**src/rtl/ese_flash_pkg.sv**
```systemverilog
// Shared encodings for the cartridge flash command monitor: FSM states,
// JEDEC command bytes, unlock addresses and last-operation codes.
package ese_flash_pkg;

    localparam int unsigned ADDR_W = 16;
    localparam int unsigned DATA_W = 8;

    typedef enum logic [2:0] {
        ST_IDLE = 3'd0,
        ST_U1   = 3'd1,
        ST_U2   = 3'd2,
        ST_PROG = 3'd3,
        ST_E0   = 3'd4,
        ST_E1   = 3'd5,
        ST_E2   = 3'd6,
        ST_BUSY = 3'd7
    } state_e;

    typedef enum logic [1:0] {
        OP_NONE   = 2'b00,
        OP_PROG   = 2'b01,
        OP_SECTOR = 2'b10,
        OP_CHIP   = 2'b11
    } last_op_e;

    localparam logic [DATA_W-1:0] CMD_UNLOCK1 = 8'hAA;
    localparam logic [DATA_W-1:0] CMD_UNLOCK2 = 8'h55;
    localparam logic [DATA_W-1:0] CMD_PROG    = 8'hA0;
    localparam logic [DATA_W-1:0] CMD_ERASE   = 8'h80;
    localparam logic [DATA_W-1:0] CMD_CHIP    = 8'h10;
    localparam logic [DATA_W-1:0] CMD_SECTOR  = 8'h30;
    localparam logic [DATA_W-1:0] CMD_ID      = 8'h90;
    localparam logic [DATA_W-1:0] CMD_RESET   = 8'hF0;

    localparam logic [ADDR_W-1:0] ADDR_UNL1 = 16'h5555;
    localparam logic [ADDR_W-1:0] ADDR_UNL2 = 16'h4AAA;
    localparam logic [ADDR_W-1:0] WIN_LO    = 16'h4000;
    localparam logic [ADDR_W-1:0] WIN_HI    = 16'hBFFF;

    // Flash is only reachable through the 4000h-BFFFh slot window.
    function automatic logic in_win(input logic [ADDR_W-1:0] a);
        return (a >= WIN_LO) && (a <= WIN_HI);
    endfunction

endpackage

```
**src/rtl/flash_busy_timer.sv**
```systemverilog
// Down-counter timing one program/erase operation; expire fires on the
// decrement clock where the count leaves 1.
module flash_busy_timer #(
    parameter int unsigned CNT_W = 19
) (
    input  logic             SLT_CLOCK,
    input  logic             SLT_RESETn,
    input  logic             load_i,
    input  logic [CNT_W-1:0] load_val_i,
    input  logic             dec_i,
    output logic             expire_c_o
);

    logic [CNT_W-1:0] cnt_q;

    always_ff @(posedge SLT_CLOCK or negedge SLT_RESETn) begin
        if (!SLT_RESETn) begin
            cnt_q <= '0;
        end else if (load_i) begin
            cnt_q <= load_val_i;
        end else if (dec_i && (cnt_q != '0)) begin
            cnt_q <= cnt_q - CNT_W'(1);
        end
    end

    assign expire_c_o = dec_i && (cnt_q == CNT_W'(1));

endmodule

```
**src/rtl/ese_flash_cmd_monitor.sv**
```systemverilog
// Snoops slot writes, tracks the JEDEC unlock/program/erase sequences and
// times the resulting flash operation, blocking flash writes while busy.
module ese_flash_cmd_monitor
    import ese_flash_pkg::*;
#(
    parameter int unsigned PROG_CYCLES   = 72,
    parameter int unsigned SECTOR_CYCLES = 89500,
    parameter int unsigned CHIP_CYCLES   = 358000,
    parameter int unsigned CNT_W         = 19
) (
    input  logic              SLT_CLOCK,
    input  logic              SLT_RESETn,
    input  logic              SLT_SLTSL,
    input  logic              SLT_WEn,
    input  logic [ADDR_W-1:0] SLT_A,
    input  logic [DATA_W-1:0] SLT_D,
    input  logic              FLASH_CTRL_EN,
    output logic              FLASH_BUSY,
    output logic              OP_DONE,
    output logic [1:0]        LAST_OP,
    output logic              CMD_ERR,
    output logic              WR_BLOCK
);

    state_e           state_q, state_d;
    last_op_e         last_op_q, last_op_d;
    logic             err_q, err_d;
    logic             wr_act_q;
    logic             busy_q;
    logic             done_q;
    logic             wr_act_c, ev_c, unl1_c, unl2_c;
    logic             load_c, expire_c;
    logic [CNT_W-1:0] load_val_c;

    // One event per strobe-low period, qualified by the flash window.
    assign wr_act_c = ~SLT_SLTSL & ~SLT_WEn;
    assign ev_c     = wr_act_c & ~wr_act_q & in_win(SLT_A);
    assign unl1_c   = (SLT_A == ADDR_UNL1);
    assign unl2_c   = (SLT_A == ADDR_UNL2);

    always_ff @(posedge SLT_CLOCK or negedge SLT_RESETn) begin
        if (!SLT_RESETn) begin
            state_q   <= ST_IDLE;
            last_op_q <= OP_NONE;
            err_q     <= 1'b0;
            wr_act_q  <= 1'b0;
            busy_q    <= 1'b0;
            done_q    <= 1'b0;
        end else begin
            state_q   <= state_d;
            last_op_q <= last_op_d;
            err_q     <= err_d;
            wr_act_q  <= wr_act_c;
            busy_q    <= (state_d == ST_BUSY);
            done_q    <= expire_c;
        end
    end

    always_comb begin
        state_d    = state_q;
        err_d      = err_q;
        last_op_d  = last_op_q;
        load_c     = 1'b0;
        load_val_c = '0;
        if (state_q == ST_BUSY) begin
            // The flash is physically busy: writes are errors, never commands.
            if (ev_c) begin
                err_d = 1'b1;
            end
            if (expire_c) begin
                state_d = ST_IDLE;
            end
        end else if (!FLASH_CTRL_EN) begin
            state_d = ST_IDLE;
        end else if (ev_c) begin
            if (SLT_D == CMD_RESET) begin
                state_d = ST_IDLE;
            end else begin
                case (state_q)
                    ST_IDLE: begin
                        if (unl1_c && (SLT_D == CMD_UNLOCK1)) begin
                            state_d = ST_U1;
                            err_d   = 1'b0;
                        end
                    end
                    ST_U1, ST_E1: begin
                        if (unl2_c && (SLT_D == CMD_UNLOCK2)) begin
                            state_d = (state_q == ST_U1) ? ST_U2 : ST_E2;
                        end else begin
                            state_d = ST_IDLE;
                            err_d   = 1'b1;
                        end
                    end
                    ST_U2: begin
                        if (unl1_c && (SLT_D == CMD_PROG)) begin
                            state_d = ST_PROG;
                        end else if (unl1_c && (SLT_D == CMD_ERASE)) begin
                            state_d = ST_E0;
                        end else if (unl1_c && (SLT_D == CMD_ID)) begin
                            state_d = ST_IDLE;
                        end else begin
                            state_d = ST_IDLE;
                            err_d   = 1'b1;
                        end
                    end
                    ST_PROG: begin
                        state_d    = ST_BUSY;
                        load_c     = 1'b1;
                        load_val_c = CNT_W'(PROG_CYCLES);
                        last_op_d  = OP_PROG;
                    end
                    ST_E0: begin
                        if (unl1_c && (SLT_D == CMD_UNLOCK1)) begin
                            state_d = ST_E1;
                        end else begin
                            state_d = ST_IDLE;
                            err_d   = 1'b1;
                        end
                    end
                    ST_E2: begin
                        if (unl1_c && (SLT_D == CMD_CHIP)) begin
                            state_d    = ST_BUSY;
                            load_c     = 1'b1;
                            load_val_c = CNT_W'(CHIP_CYCLES);
                            last_op_d  = OP_CHIP;
                        end else if (SLT_D == CMD_SECTOR) begin
                            state_d    = ST_BUSY;
                            load_c     = 1'b1;
                            load_val_c = CNT_W'(SECTOR_CYCLES);
                            last_op_d  = OP_SECTOR;
                        end else begin
                            state_d = ST_IDLE;
                            err_d   = 1'b1;
                        end
                    end
                    default: state_d = ST_IDLE;
                endcase
            end
        end
    end

    flash_busy_timer #(
        .CNT_W (CNT_W)
    ) u_timer (
        .SLT_CLOCK  (SLT_CLOCK),
        .SLT_RESETn (SLT_RESETn),
        .load_i     (load_c),
        .load_val_i (load_val_c),
        .dec_i      (state_q == ST_BUSY),
        .expire_c_o (expire_c)
    );

    assign FLASH_BUSY = busy_q;
    assign OP_DONE    = done_q;
    assign LAST_OP    = last_op_q;
    assign CMD_ERR    = err_q;
    assign WR_BLOCK   = busy_q | ~FLASH_CTRL_EN;

endmodule

```
**config.mk**
```make
export PLATFORM = sky130hd
export DESIGN_NAME = ese_flash_cmd_monitor
export DESIGN_NICKNAME = d
export VERILOG_FILES = /design/src/rtl/ese_flash_pkg.sv /design/src/rtl/flash_busy_timer.sv /design/src/rtl/ese_flash_cmd_monitor.sv
export SDC_FILE = /design/constraint.sdc
export NUM_CORES = 1
export LEC_CHECK = 0
export ABC_AREA = 1
export BUFFER_PORTS_ARGS = -buffer_cell sky130_fd_sc_hd__buf_2
export CORE_ASPECT_RATIO = 1.2
export CORE_MARGIN = 2
export CORE_UTILIZATION = 25
export CTS_CLUSTER_DIAMETER = 80
export CTS_CLUSTER_SIZE = 40
export DETAILED_ROUTE_END_ITERATION = 6
export GPL_ROUTABILITY_DRIVEN = 0
export PLACE_DENSITY_LB_ADDON = 0.08
export SLEW_MARGIN = 5
export SYNTH_ARGS = -nofsm -noshare
export SYNTH_HDL_FRONTEND = slang
export SYNTH_SLANG_ARGS = --single-unit
```
**constraint.sdc**
```tcl
create_clock -name SLT_CLOCK -period 2.5 [get_ports SLT_CLOCK]
set_input_delay 0.5 -clock SLT_CLOCK [delete_from_list [all_inputs] [get_ports SLT_CLOCK]]
set_output_delay 0.5 -clock SLT_CLOCK [all_outputs]
set_load 0.02 [all_outputs]
```
# After elaboration in Yosys (flattened, before gate mapping)
# Index checks and enable logic that the tools add are counted.
[word_totals]
ff_bits = 28
latchBits = 0
ram_bits = 0
romBits = 0
input_bits = 29
output_inout_bits = 6
word_cells = 114
n_memories = 0
[classes]
n_addsub = 1
n_mul = 0
div_mod_pow = 0
magnitude_cmp = 2
eq_ne = 29
shifts = 0
muxes = 47
n_bitwise = 10
reduce_logical = 18
[ops]
columns = ["operator", "count"]
rows = [
  ["2-to-1 mux 19 bit", 7],
  ["equality test 8 bit, second input constant", 5],
  ["2-to-1 mux 3 bit", 13],
  ["case mux 19 bit (2 select lines)", 1],
  ["equality test 16 x 15 -> 1 bit, second input constant", 2],
  ["inequality test 3 x 2 -> 1 bit, second input constant", 8],
  ["equality test 19 x 1 -> 1 bit, second input constant", 1],
  ["2-to-1 mux 1 bit", 19],
  ["nonzero test 19 bit", 1],
  ["subtractor 19 x 1 -> 19 bit, second input constant", 1],
  ["case mux 3 bit (6 select lines)", 1],
  ["2-to-1 mux 17 bit", 1],
  [">= comparator 16 x 15 -> 1 bit, second input constant", 1],
  ["less-or-equal comparator 16 bit, second input constant", 1],
  ["equality test 3 bit, second input constant", 5],
  ["AND reduction 12 bit", 1],
  ["logical AND 1 bit", 9],
  ["equality test 8 x 5 -> 1 bit, second input constant", 1],
  ["equality test 8 x 6 -> 1 bit, second input constant", 1],
  ["equality test 8 x 7 -> 1 bit, second input constant", 1],
  ["equality test 3 x 2 -> 1 bit, second input constant", 2],
  ["inverter 1 bit", 6],
  ["AND reduction 6 bit", 1],
  ["nonzero test 2 bit", 3],
  ["other kinds (12)", 15],
]

# Logic depth before layout (Yosys ltp)
# Gate-level depths: netlist of the first run.
[depth]
depth_word = 10
ltp_mapped = 14
depth_no_buf = 14

# Hierarchy
# Synthesis of the first run repeated with hierarchy kept, for this count alone.
[unflattened]
hier_cells = 396
area_unflattened_um2 = 2448.6
[by_module_without_submodules]
columns = ["module", "instances", "cells_each", "area_per_inst_um2", "seq_area_each_um2"]
rows = [
  ["flash_busy_timer", 1, 219, 1440.1, 475.5],
  ["ese_flash_cmd_monitor", 1, 177, 1008.5, 225.2],
]

# Worst setup path after synthesis of the first run
# OpenSTA, ideal clock, no wires.
[synth_path]
path_kind = "input-to-reg"
from = "in SLT_A[15]"
to = "reg u_timer.cnt_q[8]"
setup_ps = 65
arrival_time_ps = 1738
required_ps = 2435
slack_ps = 697
path_stages = 12
n_path_buf = 0
cell_sequence = "inv_1 -> ha_1 -> inv_1 -> nor2_1 -> nand2_2 -> inv_1 -> nand4_1 -> nor2_4 -> nand2_2 -> o21ai_0 -> nand2_1 -> nand2_1"
[synth_between]
elab_chain_cells = 9
word_cells_on_any_way = 20
cone_classes = "2 x order compare; 1 x eq/ne; 13 x mux; 1 x bitwise; 3 x reduce/logical"
[synth_lines]
columns = ["item", "line", "source"]
rows = [
  ["start: declaration", "ese_flash_cmd_monitor.sv:15", "input logic [ADDR_W-1:0] SLT_A,"],
  ["parallel branches: the longest is 9 deep, another holds >= comparator 16 x 15 -> 1 bit", "--", ""],
  ["end signal: assignment", "flash_busy_timer.sv:20", "cnt_q <= load_val_i;"],
  ["end signal: assignment", "flash_busy_timer.sv:22", "cnt_q <= cnt_q - CNT_W'(1);"],
  ["end: declaration", "flash_busy_timer.sv:14", "logic [CNT_W-1:0] cnt_q;"],
]
# Parallel ways; which one is timed is not known.
# A chain may end at the register's enable or synchronous reset.

# Worst setup path in the final report of the first run
[layout_path]
from = "reg u_timer.cnt_q[1]"
to = "reg u_timer.cnt_q[8]"
[layout_between]
elab_chain_cells = 3
word_cells_on_any_way = 6
cone_classes = "1 x add/sub; 2 x mux; 3 x reduce/logical"
[layout_lines]
columns = ["item", "line", "source"]
rows = [
  ["subtractor 19 x 1 -> 19 bit or nonzero test 19 bit (tied branches)", "flash_busy_timer.sv:22, flash_busy_timer.sv:21", ""],
  ["2-to-1 mux 19 bit or logical AND 1 bit (tied branches)", "flash_busy_timer.sv:21", "end else if (dec_i && (cnt_q != '0)) begin"],
  ["2-to-1 mux 19 bit or nonzero test 2 bit (tied branches)", "--", ""],
]
# Several ways; a longest one is shown, not always the timed one. The select of a mux whose other input is x is not followed.

==> metrics.log, run 1 <==
INFO  metric outcome = finished clean
INFO  metric height_of_the_die = 115.6 microns
INFO  metric max_buffers_root_to_sink = 2
INFO  metric detailroute.via_count = 2,453
INFO  metric mappedNetlistNets = 436
INFO  metric rsz0062_at_grt = false
INFO  metric post_cts.repair.setup_buffers = 0
INFO  metric first_pass_grt_wire_length = 12,010 microns
INFO  metric fillerInstances = 1,159
INFO  metric critPathLaunchType = register
INFO  metric cp_max_fo = 24
INFO  metric worstPathRequired = 2.70 ns
INFO  metric synth-warning-count = 0
INFO  metric ys_types = 31
INFO  metric final_worst_path_cycle_share = 79.95%
INFO  metric detail_route.wirelength = 7141 microns
INFO  metric synth-seq-area-share = 27.00%
INFO  metric powerDensity = 685.3 nW/um^2
INFO  metric max_freq = 500.3 MHz
INFO  metric grtUsageTotal = 13.24%
INFO  metric dr.first_iter.drc_count = 74
INFO  metric area_growth = 14.56%
INFO  metric floorplan.initialDensity = 25.80%
INFO  metric dieArea = 11,210 sq um
INFO  metric cells_resized_by_post_cts_repair = 0
INFO  metric drc_errors = 0
INFO  metric core_area = 10,060 sq um
INFO  metric num_io_pins = 35
INFO  metric cts_made_buffers = 3
INFO  metric gr-total-overflow = 0
INFO  metric worst_r2r_path_depth = 10
INFO  metric vdd.ir_drop.worst = 0.2253 mV
INFO  metric cts.root.buffer_cell = sky130_fd_sc_hd__clkbuf_16
INFO  metric worst_ep_arrival_time = 2.20 ns
INFO  metric ctsHtreeMaxLevel = 1
INFO  metric dieWidth = 97.01 microns
INFO  metric tritoncts = yes
INFO  metric cts_sinks = 28
INFO  metric post_route_cells_drive_above_1_share = 20.50%
INFO  metric worstSkewPairLatency = 0.26 ns
INFO  metric final.setup.worst_slack = 0.5012 ns
INFO  metric hpwl_reported_at_the_end_of_detailed_placement = 5936 microns
INFO  metric tightest_slew = 0.6849 ns
INFO  metric grt_pass1_vias = 2,502
INFO  metric placement.setup.worst_slack = 0.2214 ns
INFO  metric leading_cell_types_in_the_layout_fill_and_taps_excluded = sky130_fd_sc_hd__nand2_1, sky130_fd_sc_hd__nor2_1, sky130_fd_sc_hd__inv_1, sky130_fd_sc_hd__buf_2, sky130_fd_sc_hd__dfrtp_1
INFO  metric mappedNetlistArea = 2595 sq um
INFO  metric setup_violating_endpoint_count_in_the_final_report = 0
INFO  metric synth.ff_latch_count = 28
INFO  metric detail_route.first_pass.iterations = 4
INFO  metric grt_antenna_before_repair = 0
INFO  metric max-slew-margin-rel = 54.34%
INFO  metric worst_hold_path_type = in2async
INFO  metric totalNegativeSetupSlack = 0 ns
INFO  metric crit_type = reg2reg
INFO  metric avgRoutedWirePerCell = 12.64 microns
INFO  metric clk_pin_slew = 0.08 ns
INFO  metric layout_commonest_cell = sky130_fd_sc_hd__nand2_1
INFO  metric syn_area_per_cell = 6.439 sq um
INFO  metric finalNetCount = 473
INFO  metric max_cap_viol_count = 0
INFO  metric via_per_inst = 4.342
INFO  metric antenna_cells_inserted = 0
INFO  metric leakagePower = 1.585 nW
INFO  metric report.final.slew_viol_count = 0
INFO  metric hold_viol = 0
INFO  metric netlist_instances = 403
INFO  metric place.port_buffers = 34
INFO  metric timing.critical_path.to_type = register
INFO  metric grt_start_max_net_pins = 29
INFO  metric fin_crit = 1.999 ns
INFO  metric cts_hold_repair_buffers = 0
INFO  metric num_rows = 40
INFO  metric detail-route-antenna-nets = 0
INFO  metric final.setup_skew = 0.006941 ns
-- registers in the layout, indices dropped and copies added (netlist names) --
signal         count
CMD_ERR            1
state_q            3
LAST_OP            2
OP_DONE            1
FLASH_BUSY         1
u_timer.cnt_q     19
wr_act_q           1
-- through the flow --
stage | std cells | utilization (%) | power, W | hold WS (ns) | area [sq um]
final | 565 | 29.55 | 0.002037 | 0.2724 | 2973
after global routing | 565 | 29.55 | 0.002225 | 0.3454 | 2973
after CTS | 565 | 29.55 | 0.002074 | 0.3129 | 2973
after detailed placement | 561 | 28.67 | 0.001647 | 0.5019 | 2884
after global placement | 561 | 28.67 | 0.001659 | 0.4805 | 2884
after floorplan | 403 | - | 0.001372 | 0.2044 | 2595
-- synthesized netlist by cell type --
| master | count | area share [%] |
|---|---|---|
| sky130_fd_sc_hd__nand2_2 | 19 | 4.6 |
| sky130_fd_sc_hd__buf_6 | 3 | 1.3 |
| sky130_fd_sc_hd__nor2_8 | 1 | 0.77 |
| sky130_fd_sc_hd__nand2_4 | 2 | 0.87 |
| sky130_fd_sc_hd__buf_12 | 1 | 0.77 |
| sky130_fd_sc_hd__nand2_1 | 116 | 17 |
| sky130_fd_sc_hd__nand3_2 | 4 | 1.5 |
| sky130_fd_sc_hd__nand4_1 | 10 | 2.4 |
| sky130_fd_sc_hd__ha_1 | 4 | 1.9 |
| sky130_fd_sc_hd__a21oi_1 | 6 | 1.2 |
| sky130_fd_sc_hd__xor2_1 | 11 | 3.7 |
| sky130_fd_sc_hd__nand3b_1 | 3 | 0.87 |
| sky130_fd_sc_hd__dfrtp_1 | 28 | 27 |
| sky130_fd_sc_hd__o21ai_1 | 5 | 0.96 |
| sky130_fd_sc_hd__nand3_1 | 23 | 4.4 |
| sky130_fd_sc_hd__inv_2 | 4 | 0.58 |
| sky130_fd_sc_hd__nor2_1 | 69 | 10 |
| sky130_fd_sc_hd__a22oi_1 | 1 | 0.29 |
| sky130_fd_sc_hd__nand4_2 | 1 | 0.48 |
| sky130_fd_sc_hd__inv_4 | 3 | 0.72 |
| sky130_fd_sc_hd__o21ai_0 | 6 | 1.2 |
| sky130_fd_sc_hd__nor2_4 | 6 | 2.6 |
| sky130_fd_sc_hd__nor4_2 | 1 | 0.48 |
| sky130_fd_sc_hd__xnor2_1 | 5 | 1.7 |
| sky130_fd_sc_hd__nand3_4 | 2 | 1.3 |
| sky130_fd_sc_hd__a21boi_0 | 1 | 0.29 |
| sky130_fd_sc_hd__and3_1 | 2 | 0.48 |
| sky130_fd_sc_hd__nor3_2 | 1 | 0.39 |
| sky130_fd_sc_hd__inv_1 | 50 | 7.2 |
| sky130_fd_sc_hd__nor3_1 | 9 | 1.7 |
| sky130_fd_sc_hd__nor2_2 | 6 | 1.4 |
-- worst max-delay path, cell delays in order (launching register included) --
cell                      delay [ns]
sky130_fd_sc_hd__dfrtp_1        0.39
sky130_fd_sc_hd__inv_1          0.14
sky130_fd_sc_hd__ha_1           0.27
sky130_fd_sc_hd__nand2_2        0.12
sky130_fd_sc_hd__nor2_4         0.21
sky130_fd_sc_hd__nand3_1        0.15
sky130_fd_sc_hd__nand2_2        0.13
sky130_fd_sc_hd__nand2_4        0.17
sky130_fd_sc_hd__inv_4          0.21
sky130_fd_sc_hd__nand2_1        0.07
sky130_fd_sc_hd__nand2_1        0.07
-- power breakdown --
group | total (W) | internal, W | switching, W
Sequential | 0.000707 | 0.000568 | 0.000138
Clock | 0.000410 | 0.000246 | 0.000164
Combinational | 0.000921 | 0.000353 | 0.000568
-- area by class of cell --
| type | instances | area [sq um] | share of cell area, % |
|---|---|---|---|
| Multi-Input combinational cell | 314 | 1619 | 54.46 |
| Sequential cell | 28 | 700.7 | 23.57 |
| Inverter | 57 | 221.5 | 7.449 |
| Timing Repair Buffer | 36 | 185.2 | 6.229 |
| Tap cell | 126 | 157.7 | 5.303 |
| Clock buffer | 4 | 88.84 | 2.988 |
-- logic make-up after synthesis --
group / share of synthesized area [%]
AND/OR/NAND/NOR: 51.20
buffers and inverters: 10.61
flip-flops: 27.00
AO/OA/AOI/OAI: 3.857
XOR/XNOR: 5.400
adder cells (fa/ha/maj): 1.929
-- path summary, 6_finish.rpt --
check	slack, ns	to	from
worst max-delay path	0.50	u_timer.cnt_q[8]$_DFFE_PN0P_	u_timer.cnt_q[1]$_DFFE_PN0P_
worst min-delay path	0.27	u_timer.cnt_q[9]$_DFFE_PN0P_	SLT_RESETn
worst max register to register	0.50	u_timer.cnt_q[8]$_DFFE_PN0P_	u_timer.cnt_q[1]$_DFFE_PN0P_
worst min register to register	0.51	CMD_ERR$_DFFE_PN0P_	CMD_ERR$_DFFE_PN0P_
max in group asynchronous	1.79	u_timer.cnt_q[12]$_DFFE_PN0P_	SLT_RESETn
min in group SLT_CLOCK	0.39	wr_act_q$_DFF_PN0_	SLT_SLTSL
-- routing by layer --
metal	vias up	global-route usage, %	wire, microns
met1	1110	14.84	3063
met2	27	27.04	3904
li1	1314	-	-
met3	2	1.267	130
met4	0	2.723	43
met5	-	0	0
(Power assumes the default switching activity.)
==> run 2: changes to the inputs <==
--- a/config.mk
+++ b/config.mk
@@ -5,7 +5,7 @@
 export SDC_FILE = /design/constraint.sdc
 export NUM_CORES = 1
 export LEC_CHECK = 0
-export ABC_AREA = 1
+export ABC_AREA = 0
 export BUFFER_PORTS_ARGS = -buffer_cell sky130_fd_sc_hd__buf_2
 export CORE_ASPECT_RATIO = 1.2
 export CORE_MARGIN = 2
==> constraint.sdc (replaced) <==
create_clock -name SLT_CLOCK -period 2 [get_ports SLT_CLOCK]
set_input_delay 0.4 -clock SLT_CLOCK [delete_from_list [all_inputs] [get_ports SLT_CLOCK]]
set_output_delay 0.4 -clock SLT_CLOCK [all_outputs]
set_load 0.02 [all_outputs]
==> run 2 against run 1 <==
First-iteration DRC count increased by 16%. Routed wire length decreased by 0.99%. Clock skew decreased by 0.0035 ns. Area after synthesis decreased by 21%. The flow now finishes with violations (negative setup slack). Die area decreased by 21%.
==> metrics.log, run 2 <==
INFO  metric synth.largest_area_cell = sky130_fd_sc_hd__dfrtp_1
INFO  metric ys_types = 56 (+81%)
INFO  metric antenna_cells_inserted = 0 (unchanged)
INFO  metric first_pass_grt_wire_length = 10,860 microns (-9.5%)
INFO  metric fin_crit = 2.019 ns
INFO  metric avgRoutedWirePerCell = 15.92 microns (+26%)
INFO  metric outcome = finished, violations left
INFO  metric syn_area_per_cell = 9.035 sq um (+40%)
INFO  metric height_of_the_die = 103 microns (-11%)
INFO  metric synth_edf_count = 0 (unchanged)
INFO  metric cp-startpoint = SLT_D[1]
INFO  metric netlist_instances = 226 (-44%)
INFO  metric dr.first_iter.drc_count = 86 (+16%)
INFO  metric detail_route.first_pass.iterations = 4 (unchanged)
INFO  metric clk_pin_slew = 0.10 ns (+0.02 ns)
INFO  metric critPathLaunchType = primary input
INFO  metric yosys.cell_count.top_type = sky130_fd_sc_hd__dfrtp_1
INFO  metric cts_hold_repair_buffers = 0 (unchanged)
INFO  metric grt_antenna_before_repair = 0 (unchanged)
INFO  metric asyncSetResetFlopFracSynth = 100.0% (unchanged)
INFO  metric layout_commonest_cell = sky130_fd_sc_hd__buf_4
INFO  metric power_switching = 0.0003311 W (-62%)
INFO  metric share_seq_of_total_power = 46.1% (+11 points)
INFO  metric timing.rr.end = u_timer.cnt_q[4]$_DFFE_PN0P_
INFO  metric area_growth = 61.15%
INFO  metric final.setup.worst_slack = -0.01918 ns (-0.5204 ns)
INFO  metric worst_r2r_path_depth = 8 (-2)
INFO  metric floorplan.initialDensity = 25.47% (-0.33 points)
INFO  metric leading_cell_types_in_the_layout_fill_and_taps_excluded = sky130_fd_sc_hd__buf_4, sky130_fd_sc_hd__buf_2, sky130_fd_sc_hd__dfrtp_1, sky130_fd_sc_hd__nor2_1, sky130_fd_sc_hd__nand2_1
INFO  metric tightest_slew = 0.6838 ns (-0.001012 ns)
INFO  metric num_io_pins = 35 (unchanged)
INFO  metric place.port_buffers = 34 (unchanged)
INFO  metric dieArea = 8910 sq um (-21%)
INFO  metric violations = negative setup slack
INFO  metric crit_type = in2reg
INFO  metric mappedNetlistArea = 2042 sq um (-21%)
INFO  metric hold_viol = 0 (unchanged)
INFO  metric synth_top_area_share = 34.31% (+7.3 points)
INFO  metric synth-seq-area-share = 34.31% (+7.3 points)
INFO  metric num_rows = 36 (-10%)
INFO  metric registers.top_by_ff_count = u_timer.cnt_q
INFO  metric via_per_inst = 5.128 (+18%)
INFO  metric final.setup_skew = 0.003489 ns (-0.003453 ns)
INFO  metric hpwl_reported_at_the_end_of_detailed_placement = 5326 microns (-10%)
INFO  metric tritoncts = yes
INFO  metric grt_pass1_vias = 2,256 (-9.8%)
INFO  metric cts_sinks = 28 (unchanged)
INFO  metric max_cap_viol_count = 0 (unchanged)
INFO  metric detail-route-antenna-nets = 0 (unchanged)
INFO  metric core_area = 8018 sq um (-20%)
INFO  metric detail_route.wirelength = 7070 microns (-0.99%)
INFO  metric swShare = 25.37% (-17 points)
INFO  metric timing.critical_path.to_type = register
INFO  metric fillerInstances = 833 (-28%)
INFO  metric cp_max_fo = 5 (-79%)
INFO  metric final_design_area_no_fill = 3291 sq um (+11%)
INFO  metric ff2ff_setup_slack = 0.03 ns (-0.47 ns)
INFO  metric synth.ff_latch_count = 28 (unchanged)
INFO  metric rsz0062_at_grt = true
INFO  metric final_worst_path_cycle_share = 101.0%
INFO  metric max_buffers_root_to_sink = 2 (unchanged)
INFO  metric gr-total-overflow = 0 (unchanged)
INFO  metric cts.root.buffer_cell = sky130_fd_sc_hd__clkbuf_8
INFO  metric grtUsageTotal = 15.64% (+2.4 points)
INFO  metric mappedNetlistNets = 259 (-41%)
INFO  metric synth-warning-count = 0 (unchanged)
INFO  metric ctsHtreeMaxLevel = 1 (unchanged)
INFO  metric dieWidth = 86.50 microns (-11%)
INFO  metric setup_violating_endpoint_count_in_the_final_report = 1 (+1)
INFO  metric combinationalPowerShare = 18.3% (-27 points)
INFO  metric worstPathRequired = 2.18 ns (-0.52 ns)
INFO  metric placed_cell_area = 2878 sq um (-0.22%)
INFO  metric grt_start_max_net_pins = 29 (unchanged)
INFO  metric max-slew-margin-rel = 54.41% (+0.067 points)
INFO  metric internal-power = 0.0009742 W (-16%)
INFO  metric max_freq = 495.3 MHz
INFO  metric synth.top_cells.by_count = sky130_fd_sc_hd__dfrtp_1, sky130_fd_sc_hd__nor2_1, sky130_fd_sc_hd__nand2_1, sky130_fd_sc_hd__a21oi_1, sky130_fd_sc_hd__nor3_1
INFO  metric finalNetCount = 383 (-19%)
INFO  metric synth-main-ff-cell = sky130_fd_sc_hd__dfrtp_1
INFO  metric power.clock.fraction = 35.6% (+16 points)
INFO  metric leakagePower = 1.483 nW (-6.5%)
INFO  metric worst_hold_path_type = in2async
INFO  metric detailroute.via_count = 2,277 (-7.2%)
INFO  metric vdd.ir_drop.worst = 0.3529 mV (+57%)
INFO  metric cts_made_buffers = 3 (unchanged)
INFO  metric post_synth_main_area_contributors = sky130_fd_sc_hd__dfrtp_1, sky130_fd_sc_hd__nor2_1, sky130_fd_sc_hd__nor4bb_1
INFO  metric powerDensity = 396.7 nW/um^2 (-42%)
INFO  metric worst_ep_arrival_time = 2.20 ns (about the same)
INFO  metric largest_register_ff_count = 19 (unchanged)
INFO  metric report.final.slew_viol_count = 0 (unchanged)
INFO  metric drc_errors = 0 (unchanged)
INFO  metric post_route_cells_drive_above_1_share = 52.72% (+32 points)
INFO  metric whs = 0.1363 ns (-0.1361 ns)
INFO  metric worstReg2RegStart = state_q[0]$_DFF_PN0_
INFO  metric worstSkewPairLatency = 0.28 ns (+0.02 ns)
[run 2: cell count changes in the layout (fill, tap and decap cells not counted), sizes merged, moves of 5 or more]
cell | before | now
o21ai | 11 | 5
nor4 | 1 | 6
inv | 57 | 8
nand3 | 29 | 8
buf | 36 | 126
nor2 | 82 | 27
a21oi | 6 | 14
xor2 | 11 | 4
o22a | 0 | 6
nand2 | 137 | 19
nor4bb | 0 | 8
nor3 | 10 | 17
[run 2: what timing repair did]
item,in CTS,in global routing
setup buffers,5,10
gates cloned,0,1
pin swaps,9,9
endpoints found under the setup margin,19,25
resized for setup,11,39
[run 2: how the worst max path moves through the flow]
stage	to	depth (start not counted)
6_report	u_timer.cnt_q[10]$_DFFE_PN0P_	8
5_1_grt	FLASH_BUSY$_DFF_PN0_	11
4_1_cts	u_timer.cnt_q[17]$_DFFE_PN0P_	6
3_5_place_dp	u_timer.cnt_q[10]$_DFFE_PN0P_	8
3_3_place_gp	u_timer.cnt_q[10]$_DFFE_PN0P_	8
2_1_floorplan	u_timer.cnt_q[10]$_DFFE_PN0P_	7
[run 2: power by group through the flow]
stage | registers, W | clock network, W | logic [W]
final | 0.000602 | 0.000464 | 0.000239
after global routing | 0.000606 | 0.000499 | 0.000261
after CTS | 0.000602 | 0.000487 | 0.000227
after detailed placement | 0.000612 | 0 | 0.000222
after global placement | 0.000612 | 0 | 0.000223
after floorplan | 0.000626 | 0 | 0.0000751
[run 2: cell type report]
cell class	instances	area, sq um	area share, %
multi-input cells	183	1475	44.83
repair buffers	126	894.6	27.19
flip-flops and latches	28	700.7	21.29
well taps	95	118.9	3.612
clock buffers	3	41.29	1.255
clock inverters	1	30.03	0.9125
inverters	8	30.03	0.9125
[run 2: metrics by stage]
stage / power, W / util [%] / setup TNS [ns] / cells / setup WS [ns]
2_1_floorplan: 0.0007007 / - / -0.03954 / 226 / -0.01877
3_3_place_gp: 0.0008346 / 35.89 / -4.167 / 426 / -0.2555
3_5_place_dp: 0.0008338 / 35.89 / -4.208 / 426 / -0.2687
4_1_cts: 0.001315 / 37.98 / -0.1830 / 435 / -0.04924
5_1_grt: 0.001367 / 41.04 / -0.6311 / 444 / -0.06964
6_report: 0.001305 / 41.04 / -0.01918 / 444 / -0.01918
[run 2: logic make-up after synthesis]
family / after synthesis / share of synthesized area [%]
fa+ha+maj: 4 / 2.451
xor+xnor: 6 / 2.574
simple gates: 121 / 36.77
mux: 1 / 0.4902
compound gates: 51 / 19.73
flops: 28 / 34.31
buf+inv: 15 / 3.676
[run 2: metal layers]
metal | share of wire (%) | wire length (microns) | track usage (%) | vias up
li1 | - | - | - | 1111
met1 | 40 | 2842 | 17.21 | 1119
met2 | 56 | 3944 | 31.18 | 38
met3 | 2.5 | 174 | 1.201 | 9
met4 | 1.5 | 109 | 5.168 | 0
met5 | 0 | 0 | 0 | -
[run 2: worst max-delay path: stages]
cell and delay [ns]:
sky130_fd_sc_hd__buf_2 0.13, sky130_fd_sc_hd__or3b_4 0.42, sky130_fd_sc_hd__o41ai_4 0.43, sky130_fd_sc_hd__nor2_4 0.08
sky130_fd_sc_hd__o21a_1 0.17, sky130_fd_sc_hd__buf_4 0.18, sky130_fd_sc_hd__o22a_1 0.21, sky130_fd_sc_hd__o22a_1 0.17
==> run 3: changes to the inputs <==
--- a/config.mk
+++ b/config.mk
@@ -6,13 +6,13 @@
 export NUM_CORES = 1
 export LEC_CHECK = 0
 export ABC_AREA = 0
-export BUFFER_PORTS_ARGS = -buffer_cell sky130_fd_sc_hd__buf_2
 export CORE_ASPECT_RATIO = 1.2
 export CORE_MARGIN = 2
 export CORE_UTILIZATION = 25
 export CTS_CLUSTER_DIAMETER = 80
 export CTS_CLUSTER_SIZE = 40
 export DETAILED_ROUTE_END_ITERATION = 6
+export DONT_BUFFER_PORTS = 1
 export GPL_ROUTABILITY_DRIVEN = 0
 export PLACE_DENSITY_LB_ADDON = 0.08
 export SLEW_MARGIN = 5
==> run 3 against run 2 <==
The flow now finishes without violations. Die area stayed put. Clock power increased by 0.9%. Maximum frequency rose by 3.9%. Total power down 5.4%. First-iteration DRC count down 42%. Sequential cell count did not move. Combinational power fell by 36%. Count of clock-buffer cells in the layout unchanged. Via count shrank 12%. Hold slack improved by 0.022 ns. Non-clock buffer count fell by 61. Cell count decreased by 14%. Critical endpoint is now u_timer.cnt_q[11]$_DFFE_PN0P_.
==> metrics.log, run 3 (synthesized netlist as in run 2, its figures left out) <==
INFO  metric detail-route-antenna-nets = 0 (unchanged)
INFO  metric largest_register_ff_count = 19 (unchanged)
INFO  metric detail_route.first_pass.iterations = 4 (unchanged)
INFO  metric tightest_slew = 0.4492 ns (-0.2346 ns)
INFO  metric dr.first_iter.drc_count = 50 (-42%)
INFO  metric first_pass_grt_wire_length = 10,500 microns (-3.3%)
INFO  metric max_cap_viol_count = 0 (unchanged)
INFO  metric grtUsageTotal = 15.26% (-0.37 points)
INFO  metric grt_antenna_before_repair = 0 (unchanged)
INFO  metric via_per_inst = 5.206 (+1.5%)
INFO  metric hpwl_reported_at_the_end_of_detailed_placement = 5079 microns (-4.6%)
INFO  metric worstPathRequired = 2.18 ns (about the same)
INFO  metric outcome = finished clean
INFO  metric cts_sinks = 28 (unchanged)
INFO  metric num_io_pins = 35 (unchanged)
INFO  metric worstSkewPairLatency = 0.28 ns (about the same)
INFO  metric post_route_cells_drive_above_1_share = 39.58% (-13 points)
INFO  metric clk_pin_slew = 0.11 ns (about the same)
INFO  metric setup_violating_endpoint_count_in_the_final_report = 0 (-1)
INFO  metric timing.hold.worst.start = SLT_SLTSL
INFO  metric worst_ep_arrival_time = 2.12 ns (-0.08 ns)
INFO  metric leakagePower = 1.153 nW (-22%)
INFO  metric worstReg2RegStart = u_timer.cnt_q[13]$_DFFE_PN0P_
INFO  metric report.final.slew_viol_count = 0 (unchanged)
INFO  metric place.port_buffers = 0 (-100%)
INFO  metric cts_made_buffers = 3 (unchanged)
INFO  metric finalNetCount = 322 (-16%)
INFO  metric timing.critical_path.to_type = register
INFO  metric critPathLaunchType = register
INFO  metric gr-total-overflow = 0 (unchanged)
INFO  metric leading_cell_types_in_the_layout_fill_and_taps_excluded = sky130_fd_sc_hd__buf_4, sky130_fd_sc_hd__dfrtp_1, sky130_fd_sc_hd__nor2_1, sky130_fd_sc_hd__nand2_1, sky130_fd_sc_hd__a21oi_1
INFO  metric num_rows = 36 (unchanged)
INFO  metric totalNegativeSetupSlack = 0 ns (+0.01918 ns)
INFO  metric dieWidth = 86.50 microns (unchanged)
INFO  metric grt_start_max_net_pins = 29 (unchanged)
INFO  metric grt_pass1_vias = 2,143 (-5.0%)
INFO  metric fin_crit = 1.943 ns (-0.07646 ns)
INFO  metric ctsHtreeMaxLevel = 1 (unchanged)
INFO  metric max_buffers_root_to_sink = 2 (unchanged)
INFO  metric cp_max_fo = 3 (-2)
INFO  metric powerDensity = 431.5 nW/um^2 (+8.8%)
INFO  metric cp-startpoint = u_timer.cnt_q[13]$_DFFE_PN0P_
INFO  metric final_worst_path_cycle_share = 97.14% (-3.8 points)
INFO  metric registers.top_by_ff_count = u_timer.cnt_q
INFO  metric rsz0062_at_grt = true
INFO  metric vdd.ir_drop.worst = 0.3747 mV (+6.2%)
INFO  metric dieArea = 8910 sq um (unchanged)
INFO  metric worst_hold_path_type = in2reg
INFO  metric max-slew-margin-rel = 69.94% (+16 points)
INFO  metric tritoncts = yes
INFO  metric seq_area = 700.7 sq um (unchanged)
INFO  metric detail_route.wirelength = 6410 microns (-9.3%)
INFO  metric multiInputGateArea = 1421 sq um (-3.6%)
INFO  metric crit_type = reg2reg
INFO  metric floorplan.initialDensity = 25.47% (unchanged)
INFO  metric fillerInstances = 855 (+2.6%)
INFO  metric antenna_cells_inserted = 0 (unchanged)
INFO  metric layout_commonest_cell = sky130_fd_sc_hd__buf_4
INFO  metric placed_cells_incl_taps = 373 (-12%)
INFO  metric hold_viol = 0 (unchanged)
INFO  metric detailroute.via_count = 1,994 (-12%)
INFO  metric drc_errors = 0 (unchanged)
INFO  metric core_area = 8018 sq um (unchanged)
INFO  metric height_of_the_die = 103 microns (unchanged)
INFO  metric max_freq = 514.7 MHz (+3.9%)
INFO  metric ff2ff_setup_slack = 0.06 ns (+0.03 ns)
INFO  metric final.setup_skew = 0.003041 ns (-0.0004479 ns)
INFO  metric cts.root.buffer_cell = sky130_fd_sc_hd__clkbuf_8
INFO  metric avgRoutedWirePerCell = 16.74 microns (+5.1%)
INFO  metric instances_no_fill = 383 (-14%)
INFO  metric area_growth = 40.13%
-- run 3: critical path, cell delays in order (launching register included) --
cell                      delay [ns]
sky130_fd_sc_hd__dfrtp_1        0.42
sky130_fd_sc_hd__nor4_4         0.31
sky130_fd_sc_hd__nand4_1        0.17
sky130_fd_sc_hd__buf_4          0.18
sky130_fd_sc_hd__o31ai_4        0.23
sky130_fd_sc_hd__buf_4          0.19
sky130_fd_sc_hd__buf_4          0.10
sky130_fd_sc_hd__a21oi_1        0.05
sky130_fd_sc_hd__o22a_1         0.20
-- run 3: final timing paths --
path	endpoint	depth (start not counted)
worst max-delay path	u_timer.cnt_q[11]$_DFFE_PN0P_	8
worst min register to register	OP_DONE$_DFF_PN0_	2
max in group asynchronous	u_timer.cnt_q[3]$_DFFE_PN0P_	2
worst min-delay path	wr_act_q$_DFF_PN0_	1
worst max register to register	u_timer.cnt_q[11]$_DFFE_PN0P_	8
min in group asynchronous	OP_DONE$_DFF_PN0_	2
-- run 3: layout make-up --
class                           count  share of cell area, %
Multi-Input combinational cell    183                  49.67
Clock buffer                        3                  1.443
Clock inverter                      1                  1.049
Sequential cell                    28                  24.49
Inverter                            8                  1.049
Timing Repair Buffer               65                  18.15
Tap cell                           95                  4.154
-- run 3: per-stage QoR --
step	power [W]	hold WS [ns]	setup WS [ns]	cell area, sq um	utilization, %
final	0.001235	0.1584	0.05728	2861	35.69
after global routing	0.001288	0.1419	-0.08589	2861	35.69
after CTS	0.001251	0.1517	0.00008993	2755	34.36
after detailed placement	0.0007525	0.1048	-0.2237	2577	32.15
after global placement	0.0007536	0.1050	-0.2478	2577	32.15
after floorplan	0.0007007	0.1044	-0.01877	2048	-
-- run 3: routing by layer --
layer	wire, microns	vias up	global-route usage [%]	part of all wire, %
li1	-	982	-	-
met1	2587	957	17.35	40
met2	3432	38	28.82	54
met3	181	17	1.681	2.8
met4	209	0	6.250	3.3
met5	0	-	0	0
-- run 3: where the power goes --
| group | total [W] | internal [W] | switching [W] |
|---|---|---|---|
| clock | 0.000468 | 0.000269 | 0.000199 |
| combinational | 0.000152 | 0.0000773 | 0.0000752 |
| sequential | 0.000615 | 0.000587 | 0.0000279 |
| total | 0.00123 | 0.000932 | 0.000302 |
-- run 3: what timing repair did --
action,in CTS,in global routing
hold endpoints to repair,28,0
setup buffers,3,1
gates resized for setup,10,21
pin swaps,4,8
setup endpoints to repair,24,22
hold buffers,2,0
